**config.mk**
```make
export PLATFORM = sky130hd
export DESIGN_NAME = ps2_rx_fifo
export DESIGN_NICKNAME = d
export VERILOG_FILES = /design/src/rtl/ps2_rx_fifo.sv
export SDC_FILE = /design/constraint.sdc
export NUM_CORES = 1
export LEC_CHECK = 0
export ABC_CLOCK_PERIOD_IN_PS = 2600
export BUFFER_PORTS_ARGS = -buffer_cell sky130_fd_sc_hd__buf_4
export CAP_MARGIN = 20
export CELL_PAD_IN_SITES_DETAIL_PLACEMENT = 1
export CELL_PAD_IN_SITES_GLOBAL_PLACEMENT = 2
export CORE_MARGIN = 1.5
export CORE_UTILIZATION = 43
export CTS_CLUSTER_SIZE = 30
export DETAILED_ROUTE_END_ITERATION = 8
export GPL_TIMING_DRIVEN = 0
export PLACE_DENSITY = 0.83
export SLEW_MARGIN = 20
export SYNTH_ARGS = -nofsm -noshare
export SYNTH_HDL_FRONTEND = slang
export SYNTH_SLANG_ARGS = --single-unit
```
**constraint.sdc**
```tcl
create_clock -name clk -period 2.6 [get_ports clk]
set_input_delay 0.65 -clock clk [delete_from_list [all_inputs] [get_ports clk]]
set_output_delay 0.65 -clock clk [all_outputs]
set_load 0.02 [all_outputs]
```
**src/rtl/ps2_rx_fifo.sv**
```systemverilog
// PS/2 receiver: synchroniser, clock glitch filter, frame FSM and show-ahead byte FIFO.
// Optional frame watchdog enabled by defining PS2_RX_TIMEOUT_EN.
module ps2_rx_fifo #(
  parameter int FILT_LEN    = 8,
  parameter int FIFO_DEPTH  = 16,
  parameter int TIMEOUT_CYC = 100000
) (
  input  logic                          clk,
  input  logic                          rst_n,
  input  logic                          ps2_clk,
  input  logic                          ps2_data,
  input  logic                          rd_en,
  output logic [7:0]                    rd_data,
  output logic                          rd_valid,
  output logic [$clog2(FIFO_DEPTH):0]   level,
  output logic                          parity_err,
  output logic                          frame_err,
  output logic                          overflow
);

  localparam int         AW        = $clog2(FIFO_DEPTH);
  localparam logic [7:0] FILT_LAST = 8'(FILT_LEN - 1);

  typedef enum logic [1:0] {
    ST_IDLE,
    ST_DATA,
    ST_PARITY,
    ST_STOP
  } state_e;

  // ---------------------------------------------------------------------------
  // Synchronisers (idle-high lines, so they reset to 1)
  // ---------------------------------------------------------------------------
  logic [1:0] clk_sync_q;
  logic [1:0] data_sync_q;
  logic       ps2_clk_s;
  logic       ps2_data_s;

  // NOTE: sequential state is always assigned with <= so every flop samples pre-edge values.
  always_ff @(posedge clk or negedge rst_n) begin
    if (!rst_n) begin
      clk_sync_q  <= 2'b11;
      data_sync_q <= 2'b11;
    end else begin
      clk_sync_q  <= {clk_sync_q[0], ps2_clk};
      data_sync_q <= {data_sync_q[0], ps2_data};
    end
  end

  assign ps2_clk_s  = clk_sync_q[1];
  assign ps2_data_s = data_sync_q[1];

  // ---------------------------------------------------------------------------
  // Clock filter and fall strobe
  // ---------------------------------------------------------------------------
  logic       filt_clk_q, filt_clk_d;
  logic [7:0] filt_cnt_q, filt_cnt_d;
  logic       fall_stb;

  // NOTE: every always_comb output gets a default first, so no path can infer a latch.
  always_comb begin
    filt_clk_d = filt_clk_q;
    filt_cnt_d = '0;
    if (ps2_clk_s != filt_clk_q) begin
      if (filt_cnt_q == FILT_LAST) filt_clk_d = ps2_clk_s;
      else                         filt_cnt_d = filt_cnt_q + 8'd1;
    end
  end

  assign fall_stb = filt_clk_q & ~filt_clk_d;

  always_ff @(posedge clk or negedge rst_n) begin
    if (!rst_n) begin
      filt_clk_q <= 1'b1;
      filt_cnt_q <= '0;
    end else begin
      filt_clk_q <= filt_clk_d;
      filt_cnt_q <= filt_cnt_d;
    end
  end

  // ---------------------------------------------------------------------------
  // Frame watchdog
  // ---------------------------------------------------------------------------
  state_e state_q, state_d;
  logic   timeout;

`ifdef PS2_RX_TIMEOUT_EN
  localparam int WDW = $clog2(TIMEOUT_CYC + 1);
  logic [WDW-1:0] wd_cnt_q;

  always_ff @(posedge clk or negedge rst_n) begin
    if (!rst_n) begin
      wd_cnt_q <= '0;
    end else if (state_q == ST_IDLE || fall_stb) begin
      wd_cnt_q <= '0;
    end else if (!timeout) begin
      wd_cnt_q <= wd_cnt_q + WDW'(1);
    end
  end

  assign timeout = (state_q != ST_IDLE) && (wd_cnt_q == WDW'(TIMEOUT_CYC));
`else
  // Never true: a partial frame waits indefinitely without the watchdog.
  assign timeout = (TIMEOUT_CYC < 0);
`endif

  // ---------------------------------------------------------------------------
  // Frame FSM
  // ---------------------------------------------------------------------------
  logic [7:0] shift_q, shift_d;
  logic [2:0] bit_cnt_q, bit_cnt_d;
  logic       par_bit_q, par_bit_d;
  logic       push_q, push_d;
  logic       par_err_q, par_err_d;
  logic       frm_err_q, frm_err_d;

  always_comb begin
    state_d   = state_q;
    shift_d   = shift_q;
    bit_cnt_d = bit_cnt_q;
    par_bit_d = par_bit_q;
    push_d    = 1'b0;
    par_err_d = 1'b0;
    frm_err_d = 1'b0;
    unique case (state_q)
      ST_IDLE: begin
        if (fall_stb && !ps2_data_s) begin
          state_d   = ST_DATA;
          bit_cnt_d = '0;
        end
      end
      ST_DATA: begin
        if (fall_stb) begin
          shift_d   = {ps2_data_s, shift_q[7:1]};
          bit_cnt_d = bit_cnt_q + 3'd1;
          if (bit_cnt_q == 3'd7) state_d = ST_PARITY;
        end
      end
      ST_PARITY: begin
        if (fall_stb) begin
          par_bit_d = ps2_data_s;
          state_d   = ST_STOP;
        end
      end
      ST_STOP: begin
        if (fall_stb) begin
          state_d = ST_IDLE;
          // A bad stop bit dominates; parity is only judged on a well-formed frame.
          if (!ps2_data_s)                  frm_err_d = 1'b1;
          else if (^{shift_q, par_bit_q})   push_d    = 1'b1;
          else                              par_err_d = 1'b1;
        end
      end
      default: state_d = ST_IDLE;
    endcase
    if (timeout) begin
      state_d   = ST_IDLE;
      push_d    = 1'b0;
      par_err_d = 1'b0;
      frm_err_d = 1'b1;
    end
  end

  always_ff @(posedge clk or negedge rst_n) begin
    if (!rst_n) begin
      state_q   <= ST_IDLE;
      shift_q   <= '0;
      bit_cnt_q <= '0;
      par_bit_q <= 1'b0;
      push_q    <= 1'b0;
      par_err_q <= 1'b0;
      frm_err_q <= 1'b0;
    end else begin
      state_q   <= state_d;
      shift_q   <= shift_d;
      bit_cnt_q <= bit_cnt_d;
      par_bit_q <= par_bit_d;
      push_q    <= push_d;
      par_err_q <= par_err_d;
      frm_err_q <= frm_err_d;
    end
  end

  // ---------------------------------------------------------------------------
  // Receive FIFO
  // ---------------------------------------------------------------------------
  logic [7:0]    mem_q [FIFO_DEPTH];
  logic [AW-1:0] wr_ptr_q, rd_ptr_q;
  logic [AW:0]   count_q;
  logic          ovf_q;
  logic          empty, full, do_pop, do_push;

  assign empty   = (count_q == '0);
  assign full    = (count_q == (AW+1)'(FIFO_DEPTH));
  assign do_pop  = rd_en && !empty;
  assign do_push = push_q && (!full || do_pop);

  always_ff @(posedge clk or negedge rst_n) begin
    if (!rst_n) begin
      wr_ptr_q <= '0;
      rd_ptr_q <= '0;
      count_q  <= '0;
      ovf_q    <= 1'b0;
    end else begin
      if (do_push) wr_ptr_q <= wr_ptr_q + 1'b1;
      if (do_pop)  rd_ptr_q <= rd_ptr_q + 1'b1;
      if (do_push && !do_pop)      count_q <= count_q + 1'b1;
      else if (do_pop && !do_push) count_q <= count_q - 1'b1;
      ovf_q <= push_q && full && !do_pop;
    end
  end

  // NOTE: storage array is not reset; only entries below count_q are ever observable.
  always_ff @(posedge clk) begin
    if (do_push) mem_q[wr_ptr_q] <= shift_q;
  end

  assign rd_valid   = !empty;
  assign rd_data    = empty ? 8'h00 : mem_q[rd_ptr_q];
  assign level      = count_q;
  assign parity_err = par_err_q;
  assign frame_err  = frm_err_q;
  assign overflow   = ovf_q;

endmodule

```
==> results.md, run 1 <==
- Status: finished, violations left
- Failing checks: setup timing
- Vias in the first global route: around 4.1k
- Slew @ Worst Pin: roughly 900 ps
- Die Wd: roughly 130 µm
- Final antenna-violating net count: 0
- Largest net degree at the start of global routing: 45
- Setup crit end kind: output port
- First DRT Iteration DRCs: approximately 260
- CP Data Arrival Time: 2190 ps
- Worst Hold Class: input pin to asynchronous set/reset pin
- Synthesized instance count: ~410
- Register area: around 5000 µm²
- Buffers on Ports: 21
- Final setup vio count: 11
- Worst-path clk slew: roughly 70 ps
- Crit path kind: register to output port
- Cell row count: 46
- Most used DFF post-synth: edfxtp_1
- Cell Pwr Density: between 600 and 700 nW/µm²
- Ant diodes: 0
- Drt total wl: 15600 µm
- GRT Overall Usage: between 10% and 20%
- Worst R2R Start: level[1]
- R2R depth: 11
- Fillers: between 1k and 1.5k
- Clock root buffer: clkbuf_16
- CP endpoint: rd_data[5]
- CP peak stage delay: between 500 and 600 ps
- Number of library cell types mapped by synthesis: 40
- Launch point of the worst path: level[1]
- P_int: about 0.0045 W
- Slowest cell on the critical path: or4_4
- Worst path required time: around 2000 ps
- Num CTS Buffers: 17
- Switching share of power: 23.5%
- Synthesis-to-layout area growth: 22.7%
- Die ar.: 17400 µm²
- Htree depth: 4
- Clock power share: ~43%
- Starting Density: 44.6%
- Final worst path period share: 109%
- Leakage power: roughly 3.2 nW
- Post-route setup TNS: -2050 ps
- RSZ-0062 raised after global routing: yes
- Sequential element share of the synthesized area: 69.2%
- Final Wtd Congestion: between 0.7 and 0.8
- Global route overflow: 0
- Pins Over Slew Limit: 0
- Via-to-Cell Ratio: ~5.5
- Max Buffers Root-to-Sink: 2
- TritonRoute pass-1 iters: 4
- Critical-path maximum fanout: 8
- Initial antenna violation count: 0
- RR Endpoint: level[4]
- Worst vdd ir: between 400 and 500 µV
- Setup Skew: between 9 and 10 ps
- Async S/R FF share, synth: 25.6%
- CTS tree: done
- Worst hold slack: 213 ps
- Fin area: ~9000 µm²
- Logic pwr share: 5.1%
- Cell Area, Synth: 7160 µm²
- Avg Cell Area, Syn: around 18 µm²
- Critical Path Start Type: register
- Sw power: about 0.0014 W
- Fin crit period: between 2000 and 3000 ps
- Routed len/inst: between 20 and 25 µm
- Final Hold Fails: 0
- First-pass GRT wire length: about 24000 µm
- Area after DPL: ~7700 µm²
- Area of the multi-input gates: roughly 2400 µm²
- Final net count: 490
- CTS sink cnt: between 150 and 200
- Share of cells above drive strength 1: 36.5%
- Part of the power in registers: around half
- Reg2reg setup slack: -210 ps
- Max-slew headroom at the worst pin: between 30% and 40%
- Core Area: between 15000 and 20000 µm²
- IO Pins: 22
- Syn Nets: about 430
- Yosys warns: 0
- HPWL after DPL: ~9700 µm
- # DRC: 0
- Number of max-cap violations: 0
- Worst skew pair latency: between 400 and 500 ps
- Setup ws final: -241 ps
- Via count: roughly 3.8k
- Die Y-Extent: about 130 µm
- EDFF count, synth: 128
- #FFs+latches synth: ~170
- F_max: about 0.35 GHz
- CP cell instances: or4_4 > or2_4 > nand2b_4 > o22ai_1 > buf_4
-- layer usage --
metal	share of wire, %	vias to the layer above	global-route usage (%)	wire length (µm)
li1	-	1701	-	-
met1	44	2017	24.3	6830
met2	52	69	31.4	8080
met3	3.0	19	4.15	472
met4	1.5	0	7.04	238
met5	0	-	0	0
-- layout make-up --
class	instances	area share (%)
repair buffers	43	4.80
inverters	15	0.727
clock inverters	14	1.71
clock buffers	18	5.00
plain buffers	14	1.47
well taps	216	3.08
flip-flops and latches	172	56.4
multi-input cells	204	26.8
-- cell families (layout without fill, tap and decap cells) --
family	count (synthesis)	count (layout)	synth area share [%]
xor gates and xnor gates	24	24	3.13
adders and majority gates	18	18	3.25
and+or+nand+nor	74	74	5.73
buffers and inverters	32	104	1.78
AOI/OAI and AO/OA	24	24	2.18
DFF	172	172	69.2
muxes	64	64	14.8
-- how the worst min path moves through the flow --
| stage | startpoint | endpoint | slack [ps] | cells after the start |
|---|---|---|---|---|
| floorplan | rst_n | bit_cnt_q[0] | 350 | 0 |
| global placement | data_sync_q[0] | data_sync_q[1] | 350 | 0 |
| detailed placement | data_sync_q[0] | data_sync_q[1] | 350 | 0 |
| CTS | rst_n | rd_ptr_q[0] | 230 | 1 |
| global route | rst_n | level[4] | 250 | 1 |
| finish | rst_n | overflow | 210 | 1 |
-- layout by cell type, fill, tap and decap left out, types with 5 or more instances in the layout --
cell         n
buf_6        9
dfstp_2      5
mux2i_4      7
and2_1       5
nand2_1     11
ha_1        14
dfrtp_1     36
buf_4       31
buf_12       5
nor2_1      18
o22ai_2      6
inv_1       13
edfxtp_1   128
mux2i_2      5
mux4_2      32
mux2i_1      8
mux2_2      11
xnor2_1     14
xor2_1       9
clkbuf_16   20
and3_1       6
nand3_1     10
clkbuf_1     5
-- cell usage after synthesis (2+ instances only) --
library cell / n / share of area [%]
o22ai_1: 10 / 0.87
and2_1: 5 / 0.44
nor4_1: 4 / 0.35
nand2b_1: 2 / 0.17
clkbuf_1: 11 / 0.58
and3_1: 6 / 0.52
mux2i_1: 20 / 2.8
xor2_1: 9 / 1.1
dfrtp_1: 39 / 14
a21o_1: 2 / 0.21
mux2_2: 11 / 1.7
mux4_2: 32 / 10
a21oi_1: 3 / 0.21
o21ai_0: 5 / 0.35
xnor2_1: 14 / 1.7
inv_1: 14 / 0.73
dfstp_2: 5 / 1.8
or2_2: 2 / 0.17
and4_1: 3 / 0.37
edfxtp_1: 128 / 54
nand4_1: 4 / 0.35
buf_2: 6 / 0.42
ha_1: 17 / 3.0
nand2_1: 13 / 0.68
nand3_1: 10 / 0.70
nor2_1: 18 / 0.94
a221o_1: 2 / 0.28
-- registers in the layout, summed over array words and instances (netlist names), 2 cells and up --
name	cells
level	5
bit_cnt_q	3
shift_q	8
clk_sync_q	2
rd_ptr_q	4
data_sync_q	2
state_q	2
filt_cnt_q	8
wr_ptr_q	4
mem_q	128
-- critical path: cells and delay by family, from the launching register on --
| family | cells | cell delay [ps] |
|---|---|---|
| AOI/OAI and AO/OA | 1 | 120 |
| buffers and inverters | 1 | 170 |
| DFF | 1 | 410 |
| and+or+nand+nor | 3 | 1050 |
-- per-stage QoR --
step	power (W)	instances	util, %	worst slack [ps]
3_3_place_gp	0.00335	645	47.5	-535
6_report	0.00585	696	54.7	-241
4_1_cts	0.00589	691	53.5	-267
5_1_grt	0.00602	696	54.7	-311
3_5_place_dp	0.00338	649	47.8	-507
2_1_floorplan	0.00327	408	-	-154
-- timing repair --
| action | 4_1_cts | 5_1_grt |
|---|---|---|
| gates resized for setup | 53 | 20 |
| setup buffers | 12 | 3 |
| setup endpoints to repair | 13 | 11 |
| hold buffers | 0 | 0 |
| gates cloned | 0 | 3 |
| pin swaps | 10 | 11 |
-- power by group through the flow --
stage                     registers, W  clock network [W]  logic, W
final                          0.00302            0.00253  0.000301
after global routing           0.00302            0.00266  0.000339
after CTS                      0.00302            0.00256  0.000304
after detailed placement       0.00308                  0  0.000299
after global placement         0.00307                  0  0.000279
after floorplan                0.00306                  0  0.000210
Power figures use the tool's default switching activity.
==> run 2: changes to the inputs <==
--- a/config.mk
+++ b/config.mk
@@ -5,17 +5,18 @@
 export SDC_FILE = /design/constraint.sdc
 export NUM_CORES = 1
 export LEC_CHECK = 0
-export ABC_CLOCK_PERIOD_IN_PS = 2600
+export ABC_CLOCK_PERIOD_IN_PS = 3310
 export BUFFER_PORTS_ARGS = -buffer_cell sky130_fd_sc_hd__buf_4
 export CAP_MARGIN = 20
 export CELL_PAD_IN_SITES_DETAIL_PLACEMENT = 1
 export CELL_PAD_IN_SITES_GLOBAL_PLACEMENT = 2
 export CORE_MARGIN = 1.5
-export CORE_UTILIZATION = 43
+export CORE_UTILIZATION = 51
 export CTS_CLUSTER_SIZE = 30
 export DETAILED_ROUTE_END_ITERATION = 8
 export GPL_TIMING_DRIVEN = 0
-export PLACE_DENSITY = 0.83
+export PLACE_DENSITY = 0.91
+export RECOVER_POWER = 25
 export SLEW_MARGIN = 20
 export SYNTH_ARGS = -nofsm -noshare
 export SYNTH_HDL_FRONTEND = slang
==> constraint.sdc (replaced) <==
create_clock -name clk -period 3.31 [get_ports clk]
set_input_delay 0.8275 -clock clk [delete_from_list [all_inputs] [get_ports clk]]
set_output_delay 0.8275 -clock clk [all_outputs]
set_load 0.02 [all_outputs]
==> results.md, run 2 (synthesis results as in run 1) <==
- Setup crit end kind: output port
- Final net count: 474
- Area after DPL: roughly 7600 µm²
- Critical Path Start Type: register
- Regs by FF count: mem_q (128), filt_cnt_q (8), shift_q (8)
- Critical-path maximum fanout: 8
- Slowest cell on the critical path: or4_4
- Starting Density: between 50% and 60%
- Share of cells above drive strength 1: between 20% and 30%
- First-pass GRT wire length: between 20000 and 25000 µm
- Htree depth: 4
- Max FFs per register: around 130
- F_max: 0.313 GHz
- Buffers on Ports: 21
- Worst Hold Class: register to register
- Switching share of power: 22.3%
- Worst hold slack: 356 ps
- WP buf/inv: 2
- Max Buffers Root-to-Sink: 2
- CTS tree: done
- Cell Pwr Density: 556 nW/µm²
- Worst vdd ir: ~360 µV
- Num CTS Buffers: 17
- Drt total wl: 15000 µm
- # DRC: 0
- Routed len/inst: 23.2 µm
- Setup ws final: roughly 120 ps
- Synthesis-to-layout area growth: 14.7%
- Crit path kind: register to output port
- Worst-path clk slew: 60 ps
- Most frequent cells in the layout: edfxtp_1 (128), dfrtp_1 (39), mux4_2 (32)
- Final Hold Fails: 0
- Failing checks: capacitance limit, slew limit
- RSZ-0062 raised after global routing: no
- CTS sink cnt: ~170
- Fin area: 8210 µm²
- Status: finished, violations left
- Final Wtd Congestion: a little under 0.8
- Logic pwr share: 4.8%
- Worst path required time: 2480 ps
- Final setup vio count: 0
- Number of max-cap violations: 1
- Total setup buffers inserted after CTS: 0
- Ant diodes: 0
- CP Data Arrival Time: 2360 ps
- Die Y-Extent: about 120 µm
- Die ar.: around 15000 µm²
- CP peak stage delay: slightly below 600 ps
- Vias in the first global route: between 4k and 5k
- Stages on worst setup path: 6
- Global route overflow: 0
- Crit-path leading delay family: simple AND/OR/NAND/NOR gates
- Pins Over Slew Limit: between 40 and 50
- Post-route setup TNS: 0 ps
- Cell row count: 43
- Leakage power: around 3.0 nW
- Clock root buffer: clkbuf_16
- P_int: ~0.0035 W
- Initial antenna violation count: 0
- Max-slew headroom at the worst pin: -64.3%
- Clock power share: 43.2%
- TritonRoute pass-1 iters: 4
- Final core occ: around 60%
- Placement Setup Slack: -87.3 ps
- Setup Skew: around 8.4 ps
- Via-to-Cell Ratio: 5.78
- GRT Overall Usage: approximately 23%
- R2R depth: 10
- HPWL after DPL: about 10000 µm
- Fin crit period: 3190 ps
- CP cell instances: or4_4 > or2_4 > nand2b_1 > buf_2 > o22ai_1 > buf_4
- Die Wd: about 120 µm
- WHS Path Cells: 0
- IO Pins: 22
- # hold bufs at CTS: 0
- Biggest register: mem_q
- First DRT Iteration DRCs: between 200 and 300
- Final antenna-violating net count: 0
- Largest net degree at the start of global routing: 45
- Final worst path period share: 96.4%
- Via count: around 3.7k
- CTS resizes: 10
- Part of the power in registers: about half
- Commonest non-fill, non-tap cell in the layout: edfxtp_1
- Sw power: 0.00102 W
- Worst skew pair latency: approximately 430 ps
- Slew @ Worst Pin: 2470 ps
- Core Area: between 10000 and 15000 µm²
## run 2: changes by cell type in the layout (fill, tap and decap cells not counted), moves of 6 or more
cell	change
buf_4	-13
o22ai_1	+7
mux2i_1	+11
o22ai_2	-6
mux2i_4	-7
buf_6	-6
## run 2: power groups by stage
stage | clock network, W | logic [W] | registers (W)
after floorplan | 0 | 0.000165 | 0.00241
after global placement | 0 | 0.000213 | 0.00241
after detailed placement | 0 | 0.000224 | 0.00242
after CTS | 0.00200 | 0.000226 | 0.00237
after global routing | 0.00207 | 0.000254 | 0.00238
final | 0.00198 | 0.000220 | 0.00237
## run 2: through the flow
step / power [W] / cells
4_1_cts: 0.00459 / 644
2_1_floorplan: 0.00257 / 408
6_report: 0.00457 / 644
5_1_grt: 0.00470 / 644
3_3_place_gp: 0.00263 / 609
3_5_place_dp: 0.00264 / 613
## run 2: worst register-to-register path: stages, from the launching register on
cell and delay, ps:
dfrtp_1 440, or4_4 600, o21ai_4 320, clkinv_2 210, ha_1 250, inv_1 170, ha_1 300, a21o_1 170
a21oi_1 190, mux2i_1 250, xnor2_1 140
## run 2: layer usage
metal | GRT usage [%] | share of wire [%] | vias to the layer above
met5 | 0 | 0 | -
met4 | 9.34 | 2.6 | 0
met3 | 4.75 | 3.7 | 30
met2 | 37.9 | 51 | 90
met1 | 29.1 | 42 | 1934
li1 | - | - | 1668
## run 2: cell type report
type                            count  area, µm²
Buffer                             16       93.8
Clock buffer                       17        425
Clock inverter                     15        163
Fill cell                        1259       5560
Inverter                           15       57.6
Multi-Input combinational cell    204       2120
Sequential cell                   172       4950
Tap cell                          180        225
Timing Repair Buffer               25        174
## run 2: path summary, 6_finish.rpt
kind | startpoint | end | slack [ps]
min reg2reg | data_sync_q[0] | data_sync_q[1] | 360
max reg2reg | level[1] | level[4] | 200
max in group asynchronous | rst_n | level[1] | 750
min in group asynchronous | rst_n | shift_q[4] | 1150
max | level[1] | rd_data[0] | 120
min | data_sync_q[0] | data_sync_q[1] | 360
==> run 3: changes to the inputs <==
--- a/config.mk
+++ b/config.mk
@@ -15,9 +15,8 @@
 export CTS_CLUSTER_SIZE = 30
 export DETAILED_ROUTE_END_ITERATION = 8
 export GPL_TIMING_DRIVEN = 0
-export PLACE_DENSITY = 0.91
+export PLACE_DENSITY_LB_ADDON = 0.1
 export RECOVER_POWER = 25
-export SLEW_MARGIN = 20
 export SYNTH_ARGS = -nofsm -noshare
 export SYNTH_HDL_FRONTEND = slang
 export SYNTH_SLANG_ARGS = --single-unit
==> results.md, run 3 (synthesis results as in run 1) <==
- Status: finished, violations left
- Failing checks: capacitance limit, slew limit
- Vias in the first global route: about 4.0k
- Worst Min Path Start: data_sync_q[0]
- Buffers on Ports: 21
- Max Buffers Root-to-Sink: 2
- Setup crit end kind: output port
- Max FFs per register: ~130
- R2R depth: 10
- Biggest register: mem_q
- Largest net degree at the start of global routing: 45
- Via-to-Cell Ratio: 5.76
- CP peak stage delay: 580 ps
- Die Wd: between 100 and 150 µm
- WHS Path Cells: 0
- CP cell instances: or4_4 > or2_4 > nand2b_1 > clkbuf_4 > o22ai_1 > buf_4
- Worst skew pair latency: between 400 and 500 ps
- TritonRoute pass-1 iters: 4
- Pins Over Slew Limit: 45
- # DRC: 0
- Via count: between 3k and 4k
- Crit path kind: register to output port
- Global route overflow: 0
- Initial antenna violation count: 0
- Final setup vio count: 0
- Most frequent cells in the layout: edfxtp_1 (128), dfrtp_1 (39), mux4_2 (32)
- Final net count: approximately 470
- CTS tree: done
- Clock root buffer: clkbuf_16
- Commonest non-fill, non-tap cell in the layout: edfxtp_1
- Total setup buffers inserted after CTS: 0
- CTS sink cnt: 172
- Worst R2R Start: level[0]
- GRT Overall Usage: 22.3%
- Leakage power: a little over 3 nW
- Final Wtd Congestion: 0.789
- Final worst path period share: a little over nine tenths
- # hold bufs at CTS: 0
- Fillers: ~1.2k
- Core Area: between 10000 and 15000 µm²
- Die ar.: 14800 µm²
- Synthesis-to-layout area growth: 15.8%
- First DRT Iteration DRCs: about 270
- Post-route setup TNS: 0 ps
- F_max: about 0.31 GHz
- Area of the multi-input gates: 2130 µm²
- Share of cells above drive strength 1: ~28%
- RR Endpoint: level[4]
- Total power: about 0.0048 W
- Final antenna-violating net count: 0
- Critical-path maximum fanout: 8
- Critical Path Start Type: register
- Drt total wl: around 15000 µm
- Num CTS Buffers: 17
- Slowest cell on the critical path: or4_4
- Number of max-cap violations: 1
- Setup ws final: 106 ps
- Reg2reg setup slack: 190 ps
- Cell Pwr Density: about 570 nW/µm²
- Stages on worst setup path: 6
- Register area: ~5000 µm²
- CP Data Arrival Time: 2380 ps
- Slew @ Worst Pin: roughly 2400 ps
- Worst-path clk slew: around 60 ps
- Worst Hold Class: register to register
- Ant diodes: 0
- HPWL after DPL: around 9500 µm
- Setup Skew: about 7.1 ps
- Regs by FF count: mem_q (128), filt_cnt_q (8), shift_q (8)
- Worst vdd ir: approximately 360 µV
- Cell row count: 43
- Die Y-Extent: 121 µm
- WP buf/inv: 2
- RSZ-0062 raised after global routing: no
- Routed len/inst: approximately 23 µm
- Starting Density: 52.0%
- Max-slew headroom at the worst pin: -61.8%
- Htree depth: 4
- Worst path required time: 2480 ps
- IO Pins: 22
- Final Hold Fails: 0
- Fin crit period: 3200 ps
- Hold Path End: data_sync_q[1]
- Placement Setup Slack: -107 ps
- Crit-path leading delay family: simple AND/OR/NAND/NOR gates
- First-pass GRT wire length: between 20000 and 25000 µm
[run 3: repair_timing]
action,4_1_cts,5_1_grt
gates resized for setup,14,9
hold endpoints to repair,0,0
setup endpoints to repair,9,8
[run 3: metrics by stage]
| stage | instance area (µm²) | utilization (%) | instances | hold slack [ps] |
|---|---|---|---|---|
| after floorplan | 7160 | - | 408 | 345 |
| after global placement | 7540 | 54.8 | 609 | 346 |
| after detailed placement | 7600 | 55.2 | 613 | 348 |
| after CTS | 8270 | 60.0 | 643 | 357 |
| after global routing | 8290 | 60.2 | 643 | 359 |
| final | 8290 | 60.2 | 643 | 357 |
[run 3: where the power goes]
part | switching, W | total [W] | leakage (nW) | internal [W]
logic | 0.000135 | 0.000226 | 0.937 | 0.0000909
clock network | 0.000826 | 0.00216 | 0.311 | 0.00134
registers | 0.0000369 | 0.00237 | 1.78 | 0.00234
[run 3: worst max-delay path by stage]
| stage | from | end | slack, ps |
|---|---|---|---|
| finish | level[0] | rd_data[6] | 110 |
| global route | level[1] | rd_data[6] | 8 |
| CTS | rd_ptr_q[2] | rd_data[4] | 3 |
| detailed placement | rd_en | level[4] | -110 |
| global placement | level[1] | level[4] | 40 |
| floorplan | level[1] | level[4] | 170 |
[run 3: worst register-to-register path: stages (launching register included)]
cell     delay, ps
dfrtp_1        460
or4_4          580
or2_4          300
nand2_1        210
ha_1           210
inv_1          110
fa_1           420
a21o_1         200
a21oi_1        180
mux2i_1        240
xnor2_1        140
[run 3: cell type report]
type / count / area share [%]
multi-input combinational: 204 / 25.7
tap: 180 / 2.72
buffer: 15 / 1.21
inverter: 15 / 0.694
sequential: 172 / 59.7
timing repair buffer: 25 / 2.22
clock buffer: 17 / 5.13
clock inverter: 15 / 2.64
[run 3: routing by layer]
metal  global-route usage [%]  part of all wire (%)
met1                     30.3                    45
met2                     34.6                    49
met3                     5.40                   2.9
met4                     9.85                   3.1
met5                        0                     0
